### config.mk
export PLATFORM = sky130hd
export DESIGN_NAME = axis_frame_gen
export DESIGN_NICKNAME = d
export VERILOG_FILES = /design/src/rtl/axis_frame_gen.sv
export SDC_FILE = /design/constraint.sdc
export NUM_CORES = 1
export LEC_CHECK = 0
export BUFFER_PORTS_ARGS = -buffer_cell sky130_fd_sc_hd__buf_2
export CAP_MARGIN = 20
export CORE_MARGIN = 4
export CORE_UTILIZATION = 51
export CTS_CLUSTER_DIAMETER = 200
export DETAILED_ROUTE_END_ITERATION = 6
export GPL_TIMING_DRIVEN = 0
export PLACE_DENSITY = 0.77
export SETUP_SLACK_MARGIN = 0.4
export SYNTH_ARGS = -nofsm -noshare
export SYNTH_HDL_FRONTEND = slang
export SYNTH_SLANG_ARGS = --single-unit
### constraint.sdc
create_clock -name clk -period 2.1 [get_ports clk]
set_clock_uncertainty 0.2 [all_clocks]
set_input_delay 0 -clock clk [delete_from_list [all_inputs] [get_ports clk]]
set_output_delay 0 -clock clk [all_outputs]
set_load 0.03 [all_outputs]
### src/rtl/axis_frame_gen.sv
// AXI4-Stream frame generator: turns a one-beat command into a whole frame
// whose payload is an incrementing byte pattern starting at the command seed.
//
// state      | meaning
// -----------+--------------------------------------------------------------
// STATE_IDLE | cmd_ready high, waiting for a command; no beat presented
// STATE_SEND | frame in flight, one beat advanced per tvalid & tready
module axis_frame_gen #(
  parameter int DATA_WIDTH = 32,
  parameter int KEEP_WIDTH = DATA_WIDTH / 8,
  parameter int LEN_WIDTH  = 16,
  parameter int ID_WIDTH   = 8,
  parameter int DEST_WIDTH = 8,
  parameter int USER_WIDTH = 1
) (
  input  logic                  clk,
  input  logic                  rst_n,
  input  logic                  cmd_valid,
  output logic                  cmd_ready,
  input  logic [LEN_WIDTH-1:0]  cmd_len,
  input  logic [7:0]            cmd_seed,
  input  logic [ID_WIDTH-1:0]   cmd_id,
  input  logic [DEST_WIDTH-1:0] cmd_dest,
  output logic [DATA_WIDTH-1:0] m_axis_tdata,
  output logic                  m_axis_tvalid,
  input  logic                  m_axis_tready,
  output logic                  m_axis_tlast,
  output logic [KEEP_WIDTH-1:0] m_axis_tkeep,
  output logic [USER_WIDTH-1:0] m_axis_tuser,
  output logic [ID_WIDTH-1:0]   m_axis_tid,
  output logic [DEST_WIDTH-1:0] m_axis_tdest,
  output logic                  done,
  output logic                  len_err,
  output logic [15:0]           frame_cnt
);

  localparam logic [0:0] STATE_IDLE = 1'b0;
  localparam logic [0:0] STATE_SEND = 1'b1;

  localparam logic [LEN_WIDTH-1:0] KEEP_L = LEN_WIDTH'(KEEP_WIDTH);
  localparam logic [LEN_WIDTH-1:0] ONE_L  = LEN_WIDTH'(1);

  logic [0:0]            state;
  // Beats still to send after the one currently presented; LEN_WIDTH bits
  // always hold the beat count since a beat is at least one byte.
  logic [LEN_WIDTH-1:0]  beats_left;
  logic [7:0]            base;
  logic [KEEP_WIDTH-1:0] last_keep;

  logic [LEN_WIDTH-1:0]  cmd_rem;
  logic [LEN_WIDTH-1:0]  cmd_beats;
  logic [KEEP_WIDTH-1:0] cmd_last_keep;
  logic [KEEP_WIDTH-1:0] first_keep;
  logic [7:0]            next_base;
  logic [KEEP_WIDTH-1:0] next_keep;
  logic                  cmd_accept;
  logic                  beat_xfer;

  // Payload for one beat: lane i carries base+i, disabled lanes are zero.
  function automatic logic [DATA_WIDTH-1:0] beat_data(input logic [7:0] b,
                                                      input logic [KEEP_WIDTH-1:0] keep);
    logic [DATA_WIDTH-1:0] d;
    d = '0;
    for (int i = 0; i < KEEP_WIDTH; i++) begin
      if (keep[i]) d[8*i +: 8] = b + 8'(i);
    end
    return d;
  endfunction

  // Command decode: beat count and keep mask for the final beat.
  always_comb begin
    cmd_rem       = cmd_len % KEEP_L;
    cmd_beats     = (cmd_len / KEEP_L) + {{(LEN_WIDTH-1){1'b0}}, (cmd_rem != '0)};
    cmd_last_keep = '0;
    for (int i = 0; i < KEEP_WIDTH; i++) begin
      cmd_last_keep[i] = (cmd_rem == '0) || (LEN_WIDTH'(i) < cmd_rem);
    end
    first_keep = (cmd_beats == ONE_L) ? cmd_last_keep : '1;
    next_base  = base + 8'(KEEP_WIDTH);
    next_keep  = (beats_left == ONE_L) ? last_keep : '1;
    cmd_accept = cmd_valid && cmd_ready;
    beat_xfer  = m_axis_tvalid && m_axis_tready;
  end

  // Frame sequencing and registered stream outputs.
  always_ff @(posedge clk or negedge rst_n) begin
    if (!rst_n) begin
      state         <= STATE_IDLE;
      beats_left    <= '0;
      base          <= '0;
      last_keep     <= '0;
      cmd_ready     <= 1'b0;
      m_axis_tdata  <= '0;
      m_axis_tvalid <= 1'b0;
      m_axis_tlast  <= 1'b0;
      m_axis_tkeep  <= '0;
      m_axis_tuser  <= '0;
      m_axis_tid    <= '0;
      m_axis_tdest  <= '0;
      done          <= 1'b0;
      len_err       <= 1'b0;
      frame_cnt     <= '0;
    end else begin
      done    <= 1'b0;
      len_err <= 1'b0;
      case (state)
        STATE_IDLE: begin
          cmd_ready <= 1'b1;
          if (cmd_accept) begin
            if (cmd_len == '0) begin
              len_err <= 1'b1;
            end else begin
              state         <= STATE_SEND;
              cmd_ready     <= 1'b0;
              beats_left    <= cmd_beats - ONE_L;
              base          <= cmd_seed;
              last_keep     <= cmd_last_keep;
              m_axis_tvalid <= 1'b1;
              m_axis_tdata  <= beat_data(cmd_seed, first_keep);
              m_axis_tkeep  <= first_keep;
              m_axis_tlast  <= (cmd_beats == ONE_L);
              m_axis_tuser  <= USER_WIDTH'(1);
              m_axis_tid    <= cmd_id;
              m_axis_tdest  <= cmd_dest;
            end
          end
        end
        default: begin
          if (beat_xfer) begin
            if (m_axis_tlast) begin
              state         <= STATE_IDLE;
              cmd_ready     <= 1'b1;
              m_axis_tvalid <= 1'b0;
              m_axis_tlast  <= 1'b0;
              m_axis_tuser  <= '0;
              done          <= 1'b1;
              frame_cnt     <= frame_cnt + 16'd1;
            end else begin
              beats_left   <= beats_left - ONE_L;
              base         <= next_base;
              m_axis_tdata <= beat_data(next_base, next_keep);
              m_axis_tkeep <= next_keep;
              m_axis_tlast <= (beats_left == ONE_L);
              m_axis_tuser <= '0;
            end
          end
        end
      endcase
    end
  end

endmodule

==> results.json, run 1 <==
{
  "clock_path_buffers": 2,
  "fillCellCount": 570,
  "p_per_area_nw_per_um2": 1150,
  "synth-main-ff-cell": "dfrtp_1",
  "initial_core_util_pct": 51.9,
  "setup_ws_ps": -308,
  "drt_iter0_markers": 1182,
  "antenna_found_initial": 0,
  "port_buffers": 111,
  "drive_gt1_share_pct": 49.3,
  "insertion_delay_ps": 390,
  "grt_usage_pct": 32.2,
  "post-place-ws_ps": -616,
  "rows": 41,
  "overflow": 0,
  "grt_pass1_wl_um": 37100,
  "worst_pin_slew_ps": 554,
  "clkPwrFrac_pct": 16.2,
  "intPower_mw": 6.44,
  "synth.net_count": 802,
  "synth-edff-count": 0,
  "fp.dieW_um": 121,
  "routedWlPerCell_um": 25.7,
  "netlist_instances": 738,
  "whs_ps": 21.4,
  "avgSynthCellArea_um2": 8.83,
  "cp-start-kind": "primary input",
  "synth.top_cells.by_count": "nand2_1 (112), dfrtp_1 (103), nor2_1 (56)",
  "pwr-share-seq_pct": 28.5,
  "drv_slew": 0,
  "ys_types": 67,
  "cts_max_level": 3,
  "grt_max_degree": 72,
  "regArea_um2": 2600,
  "core_area_um2": 12600,
  "violations": "design-rule violations, negative setup slack",
  "drv_cap": 0,
  "fp.dieH_um": 121,
  "swShare_pct": 47.3,
  "reg2reg_slack_ps": -300,
  "syn_area_um2": 6520,
  "p_leak_nw": 4.59,
  "p_comb_share_pct": 55.3,
  "dieArea_um2": 14700,
  "power.total_mw": 12.2,
  "synth_seq_area_share_pct": 39.5,
  "min_period_ps": 2410,
  "hold_violations": 0,
  "syn2layout_area_growth_pct": 62.3,
  "synthTopCellsByArea": "dfrtp_1 (40%), nand2_1 (6.4%), xnor2_1 (6.3%)",
  "first_pass_iters": 7,
  "routed_via_density": 6.68,
  "worst-setup-path-type": "in -> reg",
  "switching_power_mw": 5.77,
  "cts_tree": "built",
  "routabilityCongestion": 0.979,
  "cp_max_fo": 6,
  "antenna_cells": 0,
  "hp-class": "in -> reg",
  "rsz0062_at_grt": "yes",
  "cts_made_buffers": 9,
  "io_pins": 118,
  "drc": 3,
  "slew_headroom_pct": 63.1,
  "multi_input_area_um2": 4980,
  "cts.sink_count": 103,
  "ys_async_sr_fraction_pct": 100,
  "clk_pin_slew_ps": 100,
  "max_freq_mhz": 415,
  "outcome": "finished, violations left",
  "crit_required_ps": 2170,
  "ys_ff_latch": 103,
  "setup_viol": 54,
  "post-synth-top-count-cell": "nand2_1",
  "synth_top_area_cell": "dfrtp_1",
  "grt_pass1_vias": 6981,
  "wirelength_um": 30300,
  "final_core_util_pct": 84.2,
  "period_share_pct": 115,
  "cp-end-kind": "flop",
  "clockRootBuffer": "clkbuf_16",
  "ant_nets": 0,
  "yosysWarnings": 0,
  "synth_top_area_share_pct": 39.5,
  "hpwl_um": 13700,
  "ir_drop_mv": 0.712,
  "cp_data_arrival_time_ps": 2480,
  "layout.nets": 1066,
  "final.setup.tns_ps": -5980,
  "route.vias.total": 7880
}
## what timing repair did
action | CTS | global route
cloned | 4 | 4
setup endpoints to repair | 95 | 106
hold buffers | 37 | 0
pin swaps | 41 | 85
gates resized for setup | 149 | 210
hold endpoints to repair | 150 | 0
setup buffers | 66 | 30
## routing by layer
metal,wire length [um],track usage (%)
met1,10500,41.1
met2,14000,52.3
met3,3660,7.83
met4,2240,13.7
met5,0,0
## critical path, cell delays in order
cell	delay, ps
buf_8	90
inv_12	30
ha_4	170
inv_8	60
ha_4	140
buf_4	120
nand2_1	200
nor2_1	470
nor4b_4	100
o21a_1	240
buf_6	150
and3_4	190
clkbuf_16	170
a21oi_2	330
## power groups by stage
stage / Clock, mW / Sequential [mW] / Combinational, mW
2_1_floorplan: 0 / 4.08 / 2.37
3_3_place_gp: 0 / 3.26 / 4.42
3_5_place_dp: 0 / 3.27 / 4.50
4_1_cts: 1.87 / 3.25 / 5.45
5_1_grt: 2.01 / 3.53 / 7.03
6_report: 1.97 / 3.49 / 6.75
## cells by family (layout without fill, tap and decap cells)
| group | Yosys count | count (layout) | share of synthesized area, % |
|---|---|---|---|
| AND/OR/NAND/NOR | 296 | 298 | 22.8 |
| AO/OA/AOI/OAI | 177 | 177 | 18.6 |
| flip-flops | 103 | 103 | 39.5 |
| XOR/XNOR | 70 | 70 | 9.40 |
| buffers and inverters | 65 | 332 | 4.65 |
| adder cells (fa/ha/maj) | 20 | 20 | 3.84 |
| multiplexers | 7 | 7 | 1.15 |
## sequential cells by signal (all words and copies together), names as in the netlist
| register | cells |
|---|---|
| m_axis_tvalid | 1 |
| state | 1 |
| m_axis_tdest | 8 |
| frame_cnt | 16 |
| len_err | 1 |
| base | 8 |
| last_keep | 4 |
| done | 1 |
| m_axis_tid | 8 |
| cmd_ready | 1 |
| beats_left | 16 |
| m_axis_tkeep | 4 |
| m_axis_tdata | 32 |
| m_axis_tuser | 1 |
| m_axis_tlast | 1 |
## cells in the final DEF, fill, tap and decap left out, types with 6 or more instances in the layout
cell | Yosys | final
a22oi_2 | 0 | 8
nor2_4 | 0 | 9
o21ai_4 | 0 | 8
xnor2_1 | 47 | 42
o21a_1 | 8 | 8
nand3_4 | 1 | 7
nand2_2 | 0 | 22
o21ai_1 | 2 | 22
nand4_1 | 10 | 10
o211ai_1 | 13 | 13
ha_1 | 20 | 12
dfrtp_1 | 103 | 87
o21ai_2 | 0 | 10
dlygate4sd3_1 | 0 | 37
nor4_4 | 2 | 7
nor2_2 | 0 | 8
nor2_1 | 56 | 39
nor3_1 | 18 | 10
nand2_1 | 112 | 77
clkbuf_16 | 0 | 12
nand3_2 | 2 | 11
o21ai_0 | 54 | 16
o31ai_4 | 0 | 7
buf_6 | 6 | 35
buf_4 | 1 | 72
nand3_1 | 31 | 17
buf_2 | 8 | 112
a21oi_1 | 33 | 25
xor2_1 | 23 | 20
dfrtp_2 | 0 | 16
a21oi_2 | 1 | 6
nand2_4 | 1 | 13
ha_4 | 0 | 6
inv_1 | 24 | 17
buf_8 | 0 | 13
a221o_1 | 6 | 6
## path summary, 6_finish.rpt
check                         startpoint               end  cells past startpoint
min in group asynchronous          rst_n   m_axis_tdata[5]                      3
max reg2reg                beats_left[7]    beats_left[15]                      6
max                           cmd_len[1]  m_axis_tdata[18]                     14
min reg2reg                frame_cnt[15]     frame_cnt[15]                      1
max in group asynchronous          rst_n             state                      4
min                          cmd_seed[3]           base[3]                      3
## cell type report
type	instances	share of cell area (%)
buffer	41	3.84
clock buffer	9	2.13
clock inverter	7	0.958
inverter	24	1.14
multi-input combinational	572	47.0
sequential	103	24.6
tap	172	2.03
timing repair buffer	251	18.3
## metrics by stage
stage | instances | instance area (um^2)
final | 1179 | 10600
after global routing | 1179 | 10600
after CTS | 1145 | 9460
after detailed placement | 1022 | 7650
after global placement | 1021 | 7620
after floorplan | 738 | 6850
(Power assumes the default switching activity.)
==> run 2, diff against run 1 <==
--- a/config.mk
+++ b/config.mk
@@ -7,12 +7,13 @@
 export LEC_CHECK = 0
 export BUFFER_PORTS_ARGS = -buffer_cell sky130_fd_sc_hd__buf_2
 export CAP_MARGIN = 20
+export CORE_ASPECT_RATIO = 0.8
 export CORE_MARGIN = 4
 export CORE_UTILIZATION = 51
 export CTS_CLUSTER_DIAMETER = 200
 export DETAILED_ROUTE_END_ITERATION = 6
 export GPL_TIMING_DRIVEN = 0
-export PLACE_DENSITY = 0.77
+export PLACE_DENSITY = 0.8
 export SETUP_SLACK_MARGIN = 0.4
 export SYNTH_ARGS = -nofsm -noshare
 export SYNTH_HDL_FRONTEND = slang
==> constraint.sdc (replaced) <==
create_clock -name clk -period 2.1 [get_ports clk]
set_clock_uncertainty 0.2 [all_clocks]
set_input_delay 0.42 -clock clk [delete_from_list [all_inputs] [get_ports clk]]
set_output_delay 0.42 -clock clk [all_outputs]
set_load 0.03 [all_outputs]
==> run 2 against run 1 <==
Net effect:
- the flow finishes with violations (negative setup slack)
- critical path depth decreased by 1
- sequential share of layout area up 3.3 points
- non-clock buffer count down 83
- clock-buffer cell count rose by 1
- utilization decreased by 8.8 points
- die area hardly changed
- sequential power shrank 5%
- final cell count shrank 7.1%
- via count shrank 16%
- critical path type unchanged
- critical endpoint is now m_axis_tkeep[3]
==> results.json, run 2 (same netlist as run 1, synthesis figures left out) <==
{
  "outcome": "finished, violations left",
  "violations": "negative setup slack",
  "worst-setup-path-type": "in -> reg",
  "antenna_cells": 0,
  "dpl_cell_area_um2": 7780,
  "routed_via_density": 6.05,
  "final.setup.tns_ps": -17370,
  "grt_pass1_vias": 6159,
  "crit_required_ps": 2140,
  "final_core_util_pct": 75.3,
  "period_share_pct": 125,
  "min-delay-start": "cmd_id[2]",
  "grt_max_degree": 72,
  "initial_core_util_pct": 52.8,
  "fillCellCount": 822,
  "cp_data_arrival_time_ps": 2670,
  "timing.rr.end": "m_axis_tdata[11]",
  "slew_headroom_pct": 57.2,
  "cts_max_level": 3,
  "cp-start-kind": "primary input",
  "worst_pin_slew_ps": 642,
  "setup_ws_ps": -535,
  "drc": 0,
  "dieArea_um2": 14700,
  "drt_iter0_markers": 811,
  "reg.largest.list": "m_axis_tdata x32, beats_left x16, frame_cnt x16",
  "hp-class": "in -> reg",
  "io_pins": 118,
  "p_leak_nw": 4.08,
  "ant_nets": 0,
  "largest_reg_flops": 32,
  "switching_power_mw": 4.68,
  "insertion_delay_ps": 350,
  "overflow": 0,
  "setup_viol": 47,
  "p_per_area_nw_per_um2": 1120,
  "cp-end-kind": "flop",
  "grt_usage_pct": 28.1,
  "rsz0062_at_grt": "yes",
  "syn2layout_area_growth_pct": 42.6,
  "intPower_mw": 5.74,
  "wirelength_um": 22500,
  "r2r-start": "beats_left[1]",
  "cp_max_fo": 7,
  "regMostFlops": "m_axis_tdata",
  "clock_path_buffers": 2,
  "cts.sink_count": 103,
  "layout.nets": 983,
  "instances_no_fill": 1095,
  "rows": 36,
  "port_buffers": 111,
  "routabilityCongestion": 0.934,
  "numPlacedInstances": 1021,
  "stdcell_area_um2": 9300,
  "pwr-share-seq_pct": 32.0,
  "ir_drop_mv": 0.710,
  "core_area_um2": 12300,
  "hpwl_um": 14400,
  "drive_gt1_share_pct": 38.3,
  "reg2reg_slack_ps": -430,
  "drv_cap": 0,
  "first_pass_iters": 5,
  "worst_r2r_path_depth": 9,
  "grt_pass1_wl_um": 32600,
  "whs_ps": 58.1,
  "cts_made_buffers": 9,
  "max_freq_mhz": 380,
  "fp.dieW_um": 134,
  "antenna_found_initial": 0,
  "min_to": "m_axis_tid[2]",
  "min_path_cells": 3,
  "cts_tree": "built",
  "p_comb_share_pct": 49.8,
  "clk_pin_slew_ps": 70,
  "min_period_ps": 2630,
  "hold_violations": 0,
  "route.vias.total": 6629,
  "routedWlPerCell_um": 20.5,
  "most-common-layout-cells": "buf_2 (108), nand2_1 (104), dfrtp_1 (96)",
  "swShare_pct": 44.9,
  "fp.dieH_um": 109,
  "drv_slew": 0,
  "clkPwrFrac_pct": 18.2,
  "clockRootBuffer": "clkbuf_16",
  "final_common_cell": "buf_2"
}
## run 2: cell types whose count changed in the layout (fill, tap and decap cells not counted), moves of 7 or more
cell / delta
buf_4: -37
dlygate4sd3_1: -36
nand2_1: +27
o21ai_0: +22
nand2_2: -16
buf_6: -11
nand2_4: -11
o21ai_1: -11
dfrtp_1: +9
dfrtp_2: -9
a22oi_1: +7
a22oi_2: -7
## run 2: metal layers
metal / track usage [%] / wire [um] / part of all wire (%)
met1: 39.6 / 9480 / 42
met2: 42.4 / 10100 / 45
met3: 7.33 / 2100 / 9.4
met4: 9.23 / 738 / 3.3
met5: 0 / 0 / 0
## run 2: repair_timing
| action | in CTS | in global routing |
|---|---|---|
| gates resized for setup | 64 | 87 |
| pin swaps | 25 | 19 |
| hold buffers | 1 | 0 |
| endpoints found under the setup margin | 97 | 100 |
| endpoints found under the hold margin | 32 | 0 |
| buffers inserted | 31 | 19 |
| gates cloned | 2 | 5 |
## run 2: metrics by stage
step / worst slack, ps / total power [mW]
3_5_place_dp: -1070 / 7.83
6_report: -535 / 10.4
4_1_cts: -479 / 9.95
5_1_grt: -587 / 11.0
3_3_place_gp: -1040 / 7.71
2_1_floorplan: -586 / 6.46
## run 2: final cells by class
| cell class | instances | area [um^2] | share of cell area (%) |
|---|---|---|---|
| multi-input combinational | 572 | 4380 | 47.1 |
| tap | 171 | 214 | 2.30 |
| clock inverter | 6 | 97.6 | 1.05 |
| clock buffer | 10 | 239 | 2.57 |
| inverter | 24 | 118 | 1.26 |
| sequential | 103 | 2590 | 27.8 |
| buffer | 41 | 448 | 4.82 |
| timing repair buffer | 168 | 1220 | 13.1 |
## run 2: power groups by stage
stage	Combinational, mW	Sequential, mW	Clock, mW
6_report	5.19	3.33	1.90
5_1_grt	5.55	3.42	2.00
4_1_cts	4.80	3.25	1.91
3_5_place_dp	4.58	3.25	0
3_3_place_gp	4.47	3.24	0
2_1_floorplan	2.40	4.06	0
## run 2: worst max-delay path, stage by stage
cell and delay (ps):
buf_12 110, inv_12 40, ha_4 150, inv_8 50
ha_4 160, ha_4 160, buf_12 140, nor3_4 150
nor3b_4 260, o32a_4 200, and4_4 330, nand3_4 150
a221o_1 330
## run 2: how the worst max path moves through the flow
stage / start / endpoint / slack [ps] / depth (start not counted)
final: cmd_len[1] / m_axis_tkeep[3] / -530 / 13
after CTS: cmd_len[1] / m_axis_tdata[14] / -480 / 15
after global routing: cmd_len[1] / m_axis_tkeep[3] / -590 / 14
after floorplan: cmd_len[1] / m_axis_tkeep[3] / -590 / 12
after detailed placement: cmd_len[1] / m_axis_tdata[10] / -1070 / 13
after global placement: cmd_len[1] / m_axis_tdata[10] / -1040 / 13
